--- config.mk ---
export PLATFORM = sky130hd
export DESIGN_NAME = multicycle_ctrl
export DESIGN_NICKNAME = d
export VERILOG_FILES = /design/src/rtl/multicycle_ctrl.sv
export SDC_FILE = /design/constraint.sdc
export NUM_CORES = 1
export LEC_CHECK = 0
export CAP_MARGIN = 20
export CORE_MARGIN = 2
export CORE_UTILIZATION = 26
export CTS_CLUSTER_DIAMETER = 30
export CTS_CLUSTER_SIZE = 10
export DETAILED_ROUTE_END_ITERATION = 10
export GPL_TIMING_DRIVEN = 0
export MAX_ROUTING_LAYER = met4
export PLACE_DENSITY_LB_ADDON = 0.12
export SYNTH_ARGS = -nofsm -noshare
export SYNTH_HDL_FRONTEND = slang
export SYNTH_SLANG_ARGS = --single-unit
--- constraint.sdc ---
create_clock -name clk -period 2.12 [get_ports clk]
set_input_delay 0.212 -clock clk [delete_from_list [all_inputs] [get_ports clk]]
set_output_delay 0.212 -clock clk [all_outputs]
set_load 0.05 [all_outputs]
--- src/rtl/multicycle_ctrl.sv ---
// multicycle_ctrl: multi-cycle RV32I control FSM.
// Sequences FETCH/DECODE/EXEC/MEM/WB over a variable-latency memory, with a
// memory-timeout fault halt. Optional performance counters are built only when
// the macro MC_PERF_CNT_EN is defined; otherwise both counters are tied to 0.
module multicycle_ctrl #(
  parameter int MEM_TIMEOUT = 15,
  parameter int CNT_WIDTH   = 32
) (
  input  logic                 clk,
  input  logic                 rst,
  input  logic [6:0]           opcode,
  input  logic [2:0]           funct3,
  input  logic                 br_taken,
  input  logic                 mem_ready,
  output logic                 inst_req,
  output logic                 ir_we,
  output logic                 data_req,
  output logic                 data_we,
  output logic                 rf_we,
  output logic [1:0]           wb_sel,
  output logic                 pc_we,
  output logic [1:0]           pc_sel,
  output logic                 halt,
  output logic                 fault,
  output logic [2:0]           state,
  output logic [CNT_WIDTH-1:0] cycle_cnt,
  output logic [CNT_WIDTH-1:0] instret_cnt
);

  typedef enum logic [2:0] {
    S_FETCH  = 3'd0,
    S_DECODE = 3'd1,
    S_EXEC   = 3'd2,
    S_MEM    = 3'd3,
    S_WB     = 3'd4,
    S_HALT   = 3'd5
  } state_t;

  localparam logic [6:0] OPC_OP     = 7'b0110011;
  localparam logic [6:0] OPC_OPIMM  = 7'b0010011;
  localparam logic [6:0] OPC_LOAD   = 7'b0000011;
  localparam logic [6:0] OPC_STORE  = 7'b0100011;
  localparam logic [6:0] OPC_BRANCH = 7'b1100011;
  localparam logic [6:0] OPC_LUI    = 7'b0110111;
  localparam logic [6:0] OPC_AUIPC  = 7'b0010111;
  localparam logic [6:0] OPC_JAL    = 7'b1101111;
  localparam logic [6:0] OPC_JALR   = 7'b1100111;

  // Timeout fires on the waiting cycle that would bring the count to MEM_TIMEOUT.
  localparam logic [7:0] TMO_LAST = 8'(MEM_TIMEOUT - 1);

  state_t     state_reg, state_next;
  logic [7:0] tmo_reg, tmo_next;
  logic       fault_reg, fault_next;

  logic is_load, is_store, is_branch, is_lui_auipc, is_jal, is_jalr, is_alu;
  logic legal;
  logic waiting, timeout_hit;

  // Instruction class decode from IR fields (IR is stable from DECODE onward).
  always_comb begin
    is_load      = (opcode == OPC_LOAD);
    is_store     = (opcode == OPC_STORE);
    is_branch    = (opcode == OPC_BRANCH);
    is_lui_auipc = (opcode == OPC_LUI) || (opcode == OPC_AUIPC);
    is_jal       = (opcode == OPC_JAL);
    is_jalr      = (opcode == OPC_JALR);
    is_alu       = (opcode == OPC_OP) || (opcode == OPC_OPIMM);
    legal        = is_alu || is_lui_auipc || is_jal || is_jalr
                 || (is_branch && (funct3 != 3'b010) && (funct3 != 3'b011))
                 || (is_load && (funct3 != 3'b011) && (funct3 < 3'b110))
                 || (is_store && (funct3 < 3'b011));
  end

  // Next-state and Mealy output decode; reset forces every strobe low.
  always_comb begin
    state_next  = state_reg;
    fault_next  = fault_reg;
    inst_req    = 1'b0;
    ir_we       = 1'b0;
    data_req    = 1'b0;
    data_we     = 1'b0;
    rf_we       = 1'b0;
    wb_sel      = 2'b00;
    pc_we       = 1'b0;
    pc_sel      = 2'b00;
    waiting     = ((state_reg == S_FETCH) || (state_reg == S_MEM)) && !mem_ready;
    timeout_hit = waiting && (tmo_reg == TMO_LAST);
    tmo_next    = waiting ? tmo_reg + 8'd1 : 8'd0;

    case (state_reg)
      S_FETCH: begin
        inst_req = 1'b1;
        if (mem_ready) begin
          ir_we      = 1'b1;
          state_next = S_DECODE;
        end else if (timeout_hit) begin
          state_next = S_HALT;
          fault_next = 1'b1;
        end
      end
      S_DECODE: begin
        state_next = legal ? S_EXEC : S_HALT;
      end
      S_EXEC: begin
        if (is_load || is_store) begin
          state_next = S_MEM;
        end else if (is_branch) begin
          pc_we      = 1'b1;
          pc_sel     = br_taken ? 2'b01 : 2'b00;
          state_next = S_FETCH;
        end else begin
          state_next = S_WB;
        end
      end
      S_MEM: begin
        data_req = 1'b1;
        data_we  = is_store;
        if (mem_ready) begin
          if (is_load) begin
            state_next = S_WB;
          end else begin
            pc_we      = 1'b1;
            state_next = S_FETCH;
          end
        end else if (timeout_hit) begin
          state_next = S_HALT;
          fault_next = 1'b1;
        end
      end
      S_WB: begin
        rf_we      = 1'b1;
        pc_we      = 1'b1;
        state_next = S_FETCH;
        if (is_load) begin
          wb_sel = 2'b01;
        end else if (is_lui_auipc) begin
          wb_sel = 2'b11;
        end else if (is_jal) begin
          wb_sel = 2'b10;
          pc_sel = 2'b10;
        end else if (is_jalr) begin
          wb_sel = 2'b10;
          pc_sel = 2'b11;
        end
      end
      S_HALT: begin
        state_next = S_HALT;
      end
      default: begin
        state_next = S_HALT;
      end
    endcase

    // An access in flight when reset arrives is abandoned without side effects.
    if (rst) begin
      inst_req = 1'b0;
      ir_we    = 1'b0;
      data_req = 1'b0;
      data_we  = 1'b0;
      rf_we    = 1'b0;
      wb_sel   = 2'b00;
      pc_we    = 1'b0;
      pc_sel   = 2'b00;
    end
  end

  // State, timeout counter and sticky fault registers.
  always_ff @(posedge clk) begin
    if (rst) begin
      state_reg <= S_FETCH;
      tmo_reg   <= 8'd0;
      fault_reg <= 1'b0;
    end else begin
      state_reg <= state_next;
      tmo_reg   <= tmo_next;
      fault_reg <= fault_next;
    end
  end

  assign state = state_reg;
  assign halt  = (state_reg == S_HALT);
  assign fault = fault_reg;

`ifdef MC_PERF_CNT_EN
  logic [CNT_WIDTH-1:0] cycle_reg, instret_reg;

  // Performance counters: run outside reset and HALT, wrap naturally.
  always_ff @(posedge clk) begin
    if (rst) begin
      cycle_reg   <= '0;
      instret_reg <= '0;
    end else if (state_reg != S_HALT) begin
      cycle_reg <= cycle_reg + 1'b1;
      if (pc_we) begin
        instret_reg <= instret_reg + 1'b1;
      end
    end
  end

  assign cycle_cnt   = cycle_reg;
  assign instret_cnt = instret_reg;
`else
  assign cycle_cnt   = '0;
  assign instret_cnt = '0;
`endif

endmodule

=== Word-level counts from Yosys, hierarchy flattened ===
Cells that the tools add are included.
W data, S select, Z words.

* Bits in registers: 12
* Latch bits: 0
* Bits in writable memories: 0
* Memory bits (read-only): 0
* Input bits: 14
* Output and inout bits: 79
* Word-level logic and storage cells: 87
* Memories: 0

* Add/subtract/negate cells: 1
* Multiply operators: 0
* Div/mod/pow operators: 0
* $lt $le $gt $ge: 2
* Equality and inequality tests: 17
* Shift-type cells: 0
* Muxes and demuxes: 40
* Bitwise gates (word level): 2
* Reduce and logical (&&, ||, !) cells: 22

{| class="wikitable"
|+ Operators with widths
! kind !! count
|-
| $mux W2 || 11
|-
| $eq A7 B6 Y1 const B || 3
|-
| $eq A7 B7 Y1 const B || 3
|-
| $mux W3 || 7
|-
| $mux W1 || 19
|-
| $pmux W3 S5 || 1
|-
| $eq A7 B5 Y1 const B || 2
|-
| $logic_or A1 B1 Y1 || 10
|-
| $add A8 B1 Y8 const B || 1
|-
| $eq A8 B4 Y1 const B || 1
|-
| $eq A7 B2 Y1 const B || 1
|-
| $logic_and A1 B1 Y1 || 7
|-
| $eq A3 B2 Y1 const B || 2
|-
| $eq A3 B3 Y1 const B || 2
|-
| $ne A3 B2 Y1 const B || 2
|-
| $pmux W2 S2 || 1
|-
| $reduce_or A2 Y1 || 2
|-
| $eq A3 B1 Y1 const B || 1
|-
| $logic_not A3 Y1 || 1
|-
| $lt A3 B2 Y1 const B || 1
|-
| $lt A3 B3 Y1 const B || 1
|-
| $pmux W1 S3 || 1
|-
| $reduce_and A3 Y1 || 1
|-
| $not A1 Y1 || 2
|-
| $logic_not A1 Y1 || 1
|}

=== Logic depth before layout (Yosys ltp) ===
Gate-level depths: netlist of run 1.

* Depth in word-level cells: 10
* Gate-level depth with buffers: 7
* Depth with buffers taken out: 7

=== Worst setup path before layout of run 1 ===
OpenSTA, ideal clock, no wires.

* Path kind: register to output
* Start: register state_reg[2] (netlist: state[2])
* End: output wb_sel[1]
* Data arrival time: 3649 ps
* Data required time: 1908 ps
* Path slack: -1741 ps
* Cell stages (with the launch flop): 4
* Buffers on the path: 0
* Cell sequence: dfxtp_1 > nor4b_1 > nand2_1 > a21oi_1

* Longest elaborated chain between the ends: 3

{| class="wikitable"
|+ RTL lines
! what !! RTL line !! text
|-
| start: declaration || 52 || <nowiki>state_t state_reg, state_next;</nowiki>
|-
| start signal: assignment || 175 || <nowiki>state_reg <= state_next;</nowiki>
|-
| $eq A3 B3 Y1 || 91 || <nowiki>case (state_reg)</nowiki>
|-
| $mux W2 || 91 ||
|-
| $mux W2 || 156 || <nowiki>if (rst) begin</nowiki>
|-
| end: declaration || 20 || <nowiki>output logic [1:0] wb_sel,</nowiki>
|}

Every way passes these cells.

=== Worst setup path after layout of run 1 ===
* Start: register state_reg[2] (netlist: state[2])
* End: output data_req

* Longest elaborated chain between the ends: 3

{| class="wikitable"
|+ RTL lines
! what !! RTL line !! text
|-
| $eq A3 B2 Y1 || 91 ||
|-
| $mux W1 || 91 ||
|-
| $mux W1 || 156 ||
|-
| end: declaration || 17 || <nowiki>output logic data_req,</nowiki>
|}

Every way passes these cells.

==> results of run 1 <==
-- power by group --
group	switching (mW)	leakage [nW]	internal (mW)
Clock	0.0786	0.0288	0.164
Combinational	0.372	0.883	0.154
Sequential	0.00917	0.0979	0.234
Total	0.459	1.01	0.552
-- Yosys cell counts, drive strengths merged --
master and count:
o21ai 6, o21bai 1, or3 2, nand2b 1
or2 1, mux2i 1, nor3 3, nor4 2
nand3b 1, xor2 4, a21oi 6, and4 1
and4bb 1, ha 2, or4 2, and2 1
nand3 6, o221a 1, xnor2 3, nor2b 1
nand2 12, a31oi 2, o31ai 1, o22ai 1
and3 3, nor2 21, clkbuf 3, conb 1
nor4b 1, buf 67, nand4b 1, dfxtp 12
inv 5
-- worst reg2reg max path: stages (launching register included) --
cell and delay [ps]:
dfxtp_1 330, inv_1 60, ha_1 140, nand4b_1 90, or4_4 450, nor2_4 140, a21oi_1 60, o31ai_1 210
-- layout by cell type (no fill, tap or decap), types with 3 or more instances in the layout --
| master | synthesis | routed |
|---|---|---|
| buf_4 | 64 | 65 |
| conb_1 | 1 | 64 |
| nor2_1 | 20 | 18 |
| clkdlybuf4s50_1 | 0 | 17 |
| nand2_1 | 12 | 11 |
| dfxtp_1 | 12 | 10 |
| nand3_1 | 6 | 6 |
| a21oi_1 | 6 | 5 |
| inv_1 | 5 | 5 |
| o21ai_0 | 5 | 5 |
| xor2_1 | 4 | 4 |
| clkbuf_8 | 0 | 4 |
| nor2_4 | 1 | 3 |
| clkbuf_2 | 0 | 3 |
| and3_1 | 3 | 3 |
| xnor2_1 | 3 | 3 |
| dlygate4sd2_1 | 0 | 3 |
-- routing by layer --
layer  GRT usage, %  part of all wire [%]  vias up
met5              -                     0        -
met4          3.770                   2.1        0
met3          1.339                   8.8        6
met2          15.63                    45       60
met1          13.18                    44      486
li1               -                     -      633
-- kinds of logic (layout without fill, tap and decap cells) --
kind of cell | count (synthesis) | in the layout | synth area share, %
buffers and inverters | 75 | 105 | 41.27
other | 1 | 64 | 0.2876
and+or+nand+nor | 60 | 60 | 24.57
adders and majority gates | 2 | 2 | 1.919
xor gates and xnor gates | 7 | 7 | 4.703
AOI/OAI and AO/OA | 18 | 18 | 8.061
DFF | 12 | 12 | 18.43
muxes | 1 | 1 | 0.7678
-- path summary, 6_finish.rpt --
path / from / endpoint / slack (ps) / depth (start not counted)
min: rst / fault / 430 / 2
min reg2reg: tmo_reg[0] / tmo_reg[0] / 460 / 1
max reg2reg: tmo_reg[0] / state[2] / 560 / 7
max: state[2] / data_req / 70 / 3
-- stage by stage --
stage	setup TNS (ps)	cells	hold WS, ps
floorplan	-137.9	239	377.8
global route	0	336	448.9
detailed placement	-1847	332	452.7
CTS	0	336	437.9
finish	0	336	431.0
global placement	-1843	332	445.4
-- layout make-up --
cell class / instances / share of cell area (%)
timing repair buffer: 26 / 12.19
multi-input combinational: 152 / 41.58
inverter: 5 / 0.9422
tap: 67 / 4.209
sequential: 12 / 12.19
clock buffer: 4 / 2.764
buffer: 70 / 26.13
==> insert_results.sql, run 1 <==
INSERT INTO impl_metrics (metric_group, metric, value, unit) VALUES
('run_status', 'run_status', 'completed', ''),
('timing', 'report.final.setup_viol', '0', ''),
('worst_setup_path', 'crit_slowest_cell', 'clkdlybuf4s50_1', ''),
('power', 'power_leakage', '1.010', 'nW'),
('cts', 'hold_buffers', '0', ''),
('cts', 'postcts_setup_bufs', '0', ''),
('cells_and_area', 'post-route-cell-area', '1992', 'sq um'),
('global_route', 'grt_util_all_layers', '10.01', '%'),
('global_route', 'number_of_global_route_vias_before_repair', '1036', ''),
('cells_and_area', 'num-nets-final', '286', ''),
('cells_and_area', 'drive_above_1_share', '34.57', '%'),
('logic_synthesis', 'synth-seq-area-share', '18.43', '%'),
('worst_setup_path', 'setup.worst_path.class', 'flip-flop to primary output', ''),
('timing', 'hold_viol', '0', ''),
('route', 'detailroute.via_count', '1185', ''),
('timing', 'setup_ws', '70.59', 'ps'),
('die', 'dieHeight', '74.81', 'microns'),
('route', 'remaining_drc_errors', '0', ''),
('placed_design', 'io_buf_count', '26', ''),
('die', 'initial_cell_density_of_the_core', '27.24', '%'),
('cells_and_area', 'antenna_cells', '0', ''),
('cts', 'clk_latency', '230', 'ps'),
('worst_setup_path', 'critPathCaptureType', 'primary output', ''),
('logic_synthesis', 'ys.warnings.count', '0', ''),
('route', 'drtPass1Iterations', '4', ''),
('timing', 'grt_setup_unrepaired', 'no', ''),
('worst_setup_path', 'timing.critical_path.buf_inv', '1', ''),
('cts', 'ctsRootBufferMaster', 'clkbuf_8', ''),
('placed_design', 'gpl.final_weighted_congestion', '0.7504', ''),
('route', 'vias_per_cell', '3.527', ''),
('die', 'floorplan.die_area', '5597', 'sq um'),
('power', 'post-layout-total-power', '1.011', 'mW'),
('logic_synthesis', 'synth.top_cell.area_share', '36.85', '%'),
('die', 'io_pins', '93', ''),
('cells_and_area', 'final_core_utilization', '41.62', '%'),
('timing', 'report.final.slew_viol_count', '0', ''),
('logic_synthesis', 'yosys-top-cells-area', 'buf_4 37%, dfxtp_1 18%, nor2_1 5.8%', ''),
('cts', 'clk_transition_reported_paths', '50', 'ps'),
('route', 'sum_of_routed_wire_length_over_all_layers', '2703', 'microns'),
('cts', 'clock_tree_from_tritoncts', 'done', ''),
('timing', 'fin_worst_skew', '1.114', 'ps'),
('logic_synthesis', 'synthesis.instances', '176', ''),
('logic_synthesis', 'synthDistinctLibCells', '38', ''),
('timing', 'worst_slew_margin_rel', '60.82', '%'),
('global_route', 'antenna_violations_before_repair', '0', ''),
('hold_path', 'hp-class', 'input port to flip-flop', ''),
('cells_and_area', 'number_of_flip_flops_in_the_largest_register', '8', ''),
('global_route', 'grt_start_max_net_pins', '11', ''),
('cts', 'cts_made_buffers', '3', ''),
('cts', 'htreeDepth', '1', ''),
('placed_design', 'pre_cts_ws', '-535.8', 'ps'),
('global_route', 'grt_first_pass_wirelength', '4347', 'microns'),
('job', 'max-cap-violations', '0', ''),
('worst_setup_path', 'critical_path.startpoint_type', 'flip-flop', ''),
('power', 'vdd_ir_drop_max', '0.1817', 'mV'),
('placed_design', 'final_hpwl_dp', '2298', 'microns'),
('timing', 'final_period_minus_worst_setup_slack', '2049', 'ps'),
('timing', 'max_slew.worst_pin.slew', '587.7', 'ps'),
('cells_and_area', 'layout.filler_cells', '509', ''),
('global_route', 'gr-total-overflow', '0', ''),
('route', 'antenna_violating_nets_post_route', '0', ''),
('route', 'wire_per_inst', '8.045', 'microns'),
('logic_synthesis', 'synth.ff_latch_count', '12', ''),
('cells_and_area', 'area_delta_synth_final', '52.78', '%'),
('die', 'die_x', '74.81', 'microns'),
('logic_synthesis', 'mappedNetlistArea', '1304', 'sq um'),
('worst_setup_path', 'critical_path.cell_chain', 'nor2_1 > and3_1 > clkdlybuf4s50_1', ''),
('worst_setup_path', 'worstPathArrival', '1840', 'ps'),
('logic_synthesis', 'netlist.top_cell.by_area', 'buf_4', ''),
('power', 'powerDensity', '507.7', 'nW/um^2'),
('worst_setup_path', 'crit_fanout', '10', '');
Power figures use the tool's default switching activity.
==> inputs of run 2 (changes only) <==
- SKIP_CTS_REPAIR_TIMING: default -> 1
- SLEW_MARGIN: default -> 20
==> run 2 against run 1 <==
Count of clock-buffer cells in the layout unchanged. Register-to-register slack about the same. Die area unchanged. Largest power group unchanged. Routed wire length down 0.44%. Clock skew about the same. Power up 0.15%. Fmax down 0.11%. Critical path type unchanged. Largest cell class unchanged. Sequential share of layout area down 0.14 points. Global-route usage down 0.11 points. First-iteration DRC count down 39%.
==> insert_results.sql, run 2 (synthesis results as in run 1) <==
INSERT INTO impl_metrics (metric_group, metric, value, unit) VALUES
('timing', 'worst_slew_margin_rel', '61.03', '%'),
('die', 'rows', '25', ''),
('die', 'dieHeight', '74.81', 'microns'),
('global_route', 'grt_first_pass_wirelength', '4298', 'microns'),
('worst_setup_path', 'critPathCaptureType', 'primary output', ''),
('cells_and_area', 'number_of_flip_flops_in_the_largest_register', '8', ''),
('cells_and_area', 'seqCellArea', '242.7', 'sq um'),
('global_route', 'grt_start_max_net_pins', '11', ''),
('worst_setup_path', 'critical_path.cell_chain', 'nor2_1 > and3_1 > clkdlybuf4s50_1', ''),
('cts', 'clock_tree_from_tritoncts', 'done', ''),
('timing', 'report.final.slew_viol_count', '0', ''),
('worst_setup_path', 'critical_path_required', '1910', 'ps'),
('cts', 'clk_latency', '230', 'ps'),
('cells_and_area', 'layout.filler_cells', '505', ''),
('die', 'core-area', '4786', 'sq um'),
('global_route', 'antenna_violations_before_repair', '0', ''),
('run_status', 'run_status', 'completed', ''),
('cells_and_area', 'num-nets-final', '286', ''),
('die', 'initial_cell_density_of_the_core', '27.24', '%'),
('timing', 'grt_setup_unrepaired', 'yes', ''),
('route', 'sum_of_routed_wire_length_over_all_layers', '2691', 'microns'),
('cts', 'clk_transition_reported_paths', '50', 'ps'),
('cells_and_area', 'layout.cells.most_common_list', '64 x buf_4, 64 x conb_1, 18 x nor2_1', ''),
('worst_setup_path', 'critical_path.max_stage_delay', '810', 'ps'),
('route', 'detailedRoute.firstIterationViolations', '43', ''),
('power', 'vdd_ir_drop_max', '0.1821', 'mV'),
('worst_setup_path', 'timing.critical_path.buf_inv', '1', ''),
('power', 'post-layout-total-power', '1.013', 'mW'),
('power', 'powerDensity', '502.7', 'nW/um^2'),
('placed_design', 'gpl.final_weighted_congestion', '0.7504', ''),
('cts', 'clk_path_buf_depth', '2', ''),
('worst_setup_path', 'worstPathArrival', '1840', 'ps'),
('route', 'vias_per_cell', '3.548', ''),
('global_route', 'number_of_global_route_vias_before_repair', '1031', ''),
('worst_setup_path', 'critical-path-top-delay-family', 'buffers and inverters', ''),
('route', 'drtPass1Iterations', '4', ''),
('timing', 'timing.fmax', '487.4', 'MHz'),
('cts', 'htreeDepth', '1', ''),
('hold_path', 'hp-class', 'input port to flip-flop', ''),
('global_route', 'grt_util_all_layers', '9.900', '%'),
('cells_and_area', 'multi_input_comb_area', '828.3', 'sq um'),
('timing', 'max_slew.worst_pin.slew', '584.6', 'ps'),
('timing', 'setup_ws', '68.28', 'ps'),
('cells_and_area', 'drive_above_1_share', '33.83', '%'),
('cells_and_area', 'area_delta_synth_final', '54.51', '%'),
('placed_design', 'pre_cts_ws', '-535.8', 'ps'),
('worst_setup_path', 'setup.worst_path.class', 'flip-flop to primary output', ''),
('timing', 'min_period_over_period', '96.78', '%'),
('placed_design', 'io_buf_count', '26', ''),
('job', 'max-cap-violations', '0', ''),
('route', 'antenna_violating_nets_post_route', '0', ''),
('timing', 'whs', '429.7', 'ps'),
('timing', 'fin_worst_skew', '0.7697', 'ps'),
('timing', 'report.final.setup_viol', '0', ''),
('timing', 'hold_viol', '0', ''),
('worst_setup_path', 'critical_path.startpoint_type', 'flip-flop', ''),
('cts', 'cts_made_buffers', '3', ''),
('die', 'floorplan.die_area', '5597', 'sq um'),
('global_route', 'gr-total-overflow', '0', ''),
('power', 'power_leakage', '1.102', 'nW'),
('cts', 'ctsRootBufferMaster', 'clkbuf_8', ''),
('timing', 'final_period_minus_worst_setup_slack', '2052', 'ps'),
('route', 'remaining_drc_errors', '0', ''),
('cells_and_area', 'final_core_utilization', '42.09', '%'),
('cells_and_area', 'antenna_cells', '0', ''),
('placed_design', 'final_hpwl_dp', '2298', 'microns'),
('worst_setup_path', 'crit_slowest_cell', 'clkdlybuf4s50_1', ''),
('die', 'io_pins', '93', ''),
('route', 'wire_per_inst', '8.009', 'microns'),
('die', 'die_x', '74.81', 'microns'),
('cts', 'cts.sinks', '12', ''),
('route', 'detailroute.via_count', '1192', ''),
('worst_setup_path', 'crit_fanout', '10', '');
==> run 2: cell type report <==
| cell class | count | share of cell area, % |
|---|---|---|
| tap | 67 | 4.161 |
| sequential | 12 | 12.05 |
| inverter | 5 | 0.9317 |
| buffer | 70 | 25.84 |
| multi-input combinational | 152 | 41.12 |
| clock buffer | 4 | 2.733 |
| timing repair buffer | 26 | 13.17 |
==> run 2: through the flow <==
step / setup TNS (ps) / instance area, sq um / cells
CTS: -2458 / 2008 / 336
finish: 0 / 2014 / 336
floorplan: -137.9 / 1609 / 239
detailed placement: -1847 / 1953 / 332
global placement: -1843 / 1953 / 332
global route: -16.69 / 2014 / 336
==> run 2: worst paths after layout <==
check                                start  depth (start not counted)  slack [ps]          to
worst max-delay path              state[2]                          3          70    data_req
worst min-delay path                   rst                          2         430       fault
worst max register to register  tmo_reg[0]                          7         560    state[2]
worst min register to register  tmo_reg[0]                          1         460  tmo_reg[0]
==> run 2: routing by layer <==
| layer | vias to the layer above | GRT usage, % | part of all wire, % |
|---|---|---|---|
| met5 | - | - | 0 |
| met4 | 0 | 3.770 | 2.1 |
| met3 | 6 | 1.339 | 11 |
| met2 | 71 | 15.44 | 45 |
| met1 | 480 | 13.02 | 42 |
| li1 | 635 | - | - |
==> run 2: worst reg2reg max path, stage by stage, from the launching register on <==
cell and delay [ps]:
dfxtp_1 330, inv_1 60, ha_1 140, nand4b_1 90
or4_4 450, nor2_4 140, a21oi_1 60, o31ai_1 210
==> run 2: power breakdown <==
part | switching, mW | leakage (nW) | internal, mW | total, mW
logic | 0.371 | 0.975 | 0.156 | 0.527
clock network | 0.0789 | 0.0288 | 0.164 | 0.242
registers | 0.00900 | 0.0979 | 0.234 | 0.243
==> inputs of run 3 (changes only) <==
- TNS_END_PERCENT: default -> 30
==> run 3 against run 2 <==
First-iteration DRC count is 9.3% lower. Register-to-register slack hardly changed. Worst hold slack worse by 45 ps. Final area is 0.75% lower. Cell count stayed put. Highest routed layer unchanged.
==> insert_results.sql, run 3 (synthesis results as in run 1) <==
INSERT INTO impl_metrics (metric_group, metric, value, unit) VALUES
('run_status', 'run_status', 'completed', ''),
('hold_path', 'hp-class', 'input port to flip-flop', ''),
('worst_setup_path', 'critical_path_required', '1910', 'ps'),
('timing', 'report.final.setup_viol', '0', ''),
('cts', 'clk_latency', '240', 'ps'),
('cells_and_area', 'number_of_flip_flops_in_the_largest_register', '8', ''),
('worst_setup_path', 'critical_path.startpoint_type', 'input port', ''),
('global_route', 'antenna_violations_before_repair', '0', ''),
('hold_path', 'min_delay_worst_endpoint', 'fault', ''),
('cells_and_area', 'layout.filler_cells', '520', ''),
('die', 'initial_cell_density_of_the_core', '27.24', '%'),
('route', 'vias_per_cell', '3.372', ''),
('worst_setup_path', 'setup.worst_path.class', 'input port to primary output', ''),
('cells_and_area', 'final_core_utilization', '41.78', '%'),
('worst_setup_path', 'timing.rr.start', 'tmo_reg[0]', ''),
('die', 'dieHeight', '74.81', 'microns'),
('die', 'io_pins', '93', ''),
('die', 'die_x', '74.81', 'microns'),
('hold_path', 'min_delay_path_depth', '2', ''),
('cells_and_area', 'num-nets-final', '286', ''),
('timing', 'timing.fmax', '486.5', 'MHz'),
('placed_design', 'final_hpwl_dp', '2315', 'microns'),
('timing', 'max_slew.worst_pin.slew', '518.3', 'ps'),
('power', 'powerDensity', '508.4', 'nW/um^2'),
('timing', 'hold_viol', '0', ''),
('cells_and_area', 'layout.cells.most_common', 'buf_4', ''),
('route', 'detailroute.via_count', '1133', ''),
('power', 'vdd_ir_drop_max', '0.4057', 'mV'),
('route', 'sum_of_routed_wire_length_over_all_layers', '2742', 'microns'),
('placed_design', 'gpl.final_weighted_congestion', '0.8402', ''),
('timing', 'final_period_minus_worst_setup_slack', '2056', 'ps'),
('global_route', 'number_of_global_route_vias_before_repair', '952', ''),
('cts', 'cts.sinks', '12', ''),
('cts', 'ctsRootBufferMaster', 'clkbuf_8', ''),
('cts', 'cts_made_buffers', '3', ''),
('global_route', 'grt_start_max_net_pins', '11', ''),
('route', 'drtPass1Iterations', '2', ''),
('cts', 'htreeDepth', '1', ''),
('placed_design', 'dp.cells', '332', ''),
('cells_and_area', 'antenna_cells', '0', ''),
('cts', 'clock_tree_from_tritoncts', 'done', ''),
('timing', 'worst_slew_margin_rel', '65.45', '%'),
('timing', 'report.final.slew_viol_count', '0', ''),
('cells_and_area', 'area_delta_synth_final', '53.36', '%'),
('global_route', 'gr-total-overflow', '0', ''),
('placed_design', 'io_buf_count', '26', ''),
('cells_and_area', 'final_cells', '336', ''),
('route', 'antenna_violating_nets_post_route', '0', ''),
('die', 'core-area', '4786', 'sq um'),
('worst_setup_path', 'reg2reg_slack', '550', 'ps'),
('timing', 'fin_worst_skew', '3.662', 'ps'),
('worst_setup_path', 'crit_fanout', '5', ''),
('worst_setup_path', 'critPathCaptureType', 'primary output', ''),
('hold_path', 'startpoint_of_the_worst_hold_path', 'rst', ''),
('global_route', 'grt_first_pass_wirelength', '4146', 'microns'),
('cts', 'clk_transition_reported_paths', '50', 'ps'),
('route', 'wire_per_inst', '8.161', 'microns'),
('timing', 'min_period_over_period', '96.97', '%'),
('job', 'max-cap-violations', '0', ''),
('route', 'remaining_drc_errors', '0', ''),
('timing', 'grt_setup_unrepaired', 'yes', ''),
('cells_and_area', 'drive_above_1_share', '32.71', '%'),
('power', 'power_leakage', '1.142', 'nW'),
('worst_setup_path', 'reg2reg_to', 'state[2]', ''),
('global_route', 'grt_util_all_layers', '10.04', '%'),
('cells_and_area', 'layout.cells.most_common_list', '65 x buf_4, 64 x conb_1, 18 x nor2_1', ''),
('route', 'detailedRoute.firstIterationViolations', '39', ''),
('die', 'rows', '25', ''),
('worst_setup_path', 'ff2ff_path_depth', '7', ''),
('die', 'floorplan.die_area', '5597', 'sq um'),
('worst_setup_path', 'worstPathArrival', '1840', 'ps'),
('cts', 'clk_path_buf_depth', '2', '');
run 3: cell types whose count changed in the layout (fill, tap and decap cells not counted), moves of 2 or more:
cell / change
clkbuf_2: -2
clkbuf_4: -2
clkdlybuf4s50_1: -2
dlymetal6s2s_1: +3
run 3: per-stage QoR:
step / setup slack [ps] / power, mW / TNS (ps) / hold WS [ps] / area [sq um]
detailed placement: -542.1 / 0.7658 / -1706 / 457.4 / 1929
CTS: -547.1 / 1.026 / -2295 / 384.4 / 1984
floorplan: -325.4 / 0.6999 / -572.4 / 377.8 / 1585
global route: -61.23 / 1.067 / -61.23 / 422.1 / 1999
finish: 64.34 / 1.017 / 0 / 384.6 / 1999
global placement: -551.4 / 0.7653 / -1741 / 447.7 / 1929
run 3: area by class of cell:
class | instances | area (sq um) | area share (%)
Timing Repair Buffer | 26 | 275.3 | 13.77
Inverter | 5 | 18.77 | 0.9387
Buffer | 70 | 519.2 | 25.97
Sequential cell | 12 | 242.7 | 12.14
Multi-Input combinational cell | 152 | 804.5 | 40.24
Clock buffer | 4 | 55.05 | 2.753
Tap cell | 67 | 83.83 | 4.193
run 3: worst max-delay path, cell delays in order:
cell and delay (ps):
clkdlybuf4s50_1 550, nand2_1 70, or3_4 380, nor4_1 180, a31oi_1 70, o21bai_1 160
buf_4 220
run 3: power by group:
group          leakage, nW  internal (mW)  switching, mW  total [mW]
sequential          0.0979          0.234        0.00836       0.242
clock               0.0288          0.164         0.0885       0.253
combinational         1.01          0.153          0.369       0.521
run 3: layer usage:
metal / up-vias / wire (microns) / GRT usage, %
met5: - / 0 / -
met4: 0 / 40 / 4.167
met3: 5 / 244 / 3.079
met2: 49 / 1241 / 16.22
met1: 448 / 1216 / 11.56
li1: 631 / - / -
run 3: how the worst max path moves through the flow:
stage | startpoint | to | slack [ps] | cells after the start
2_1_floorplan | state[1] | ir_we | -330 | 3
3_3_place_gp | opcode[5] | pc_we | -550 | 7
3_5_place_dp | opcode[5] | pc_we | -540 | 7
4_1_cts | opcode[5] | pc_we | -550 | 7
5_1_grt | opcode[5] | pc_we | -60 | 7
6_report | opcode[5] | pc_we | 60 | 7
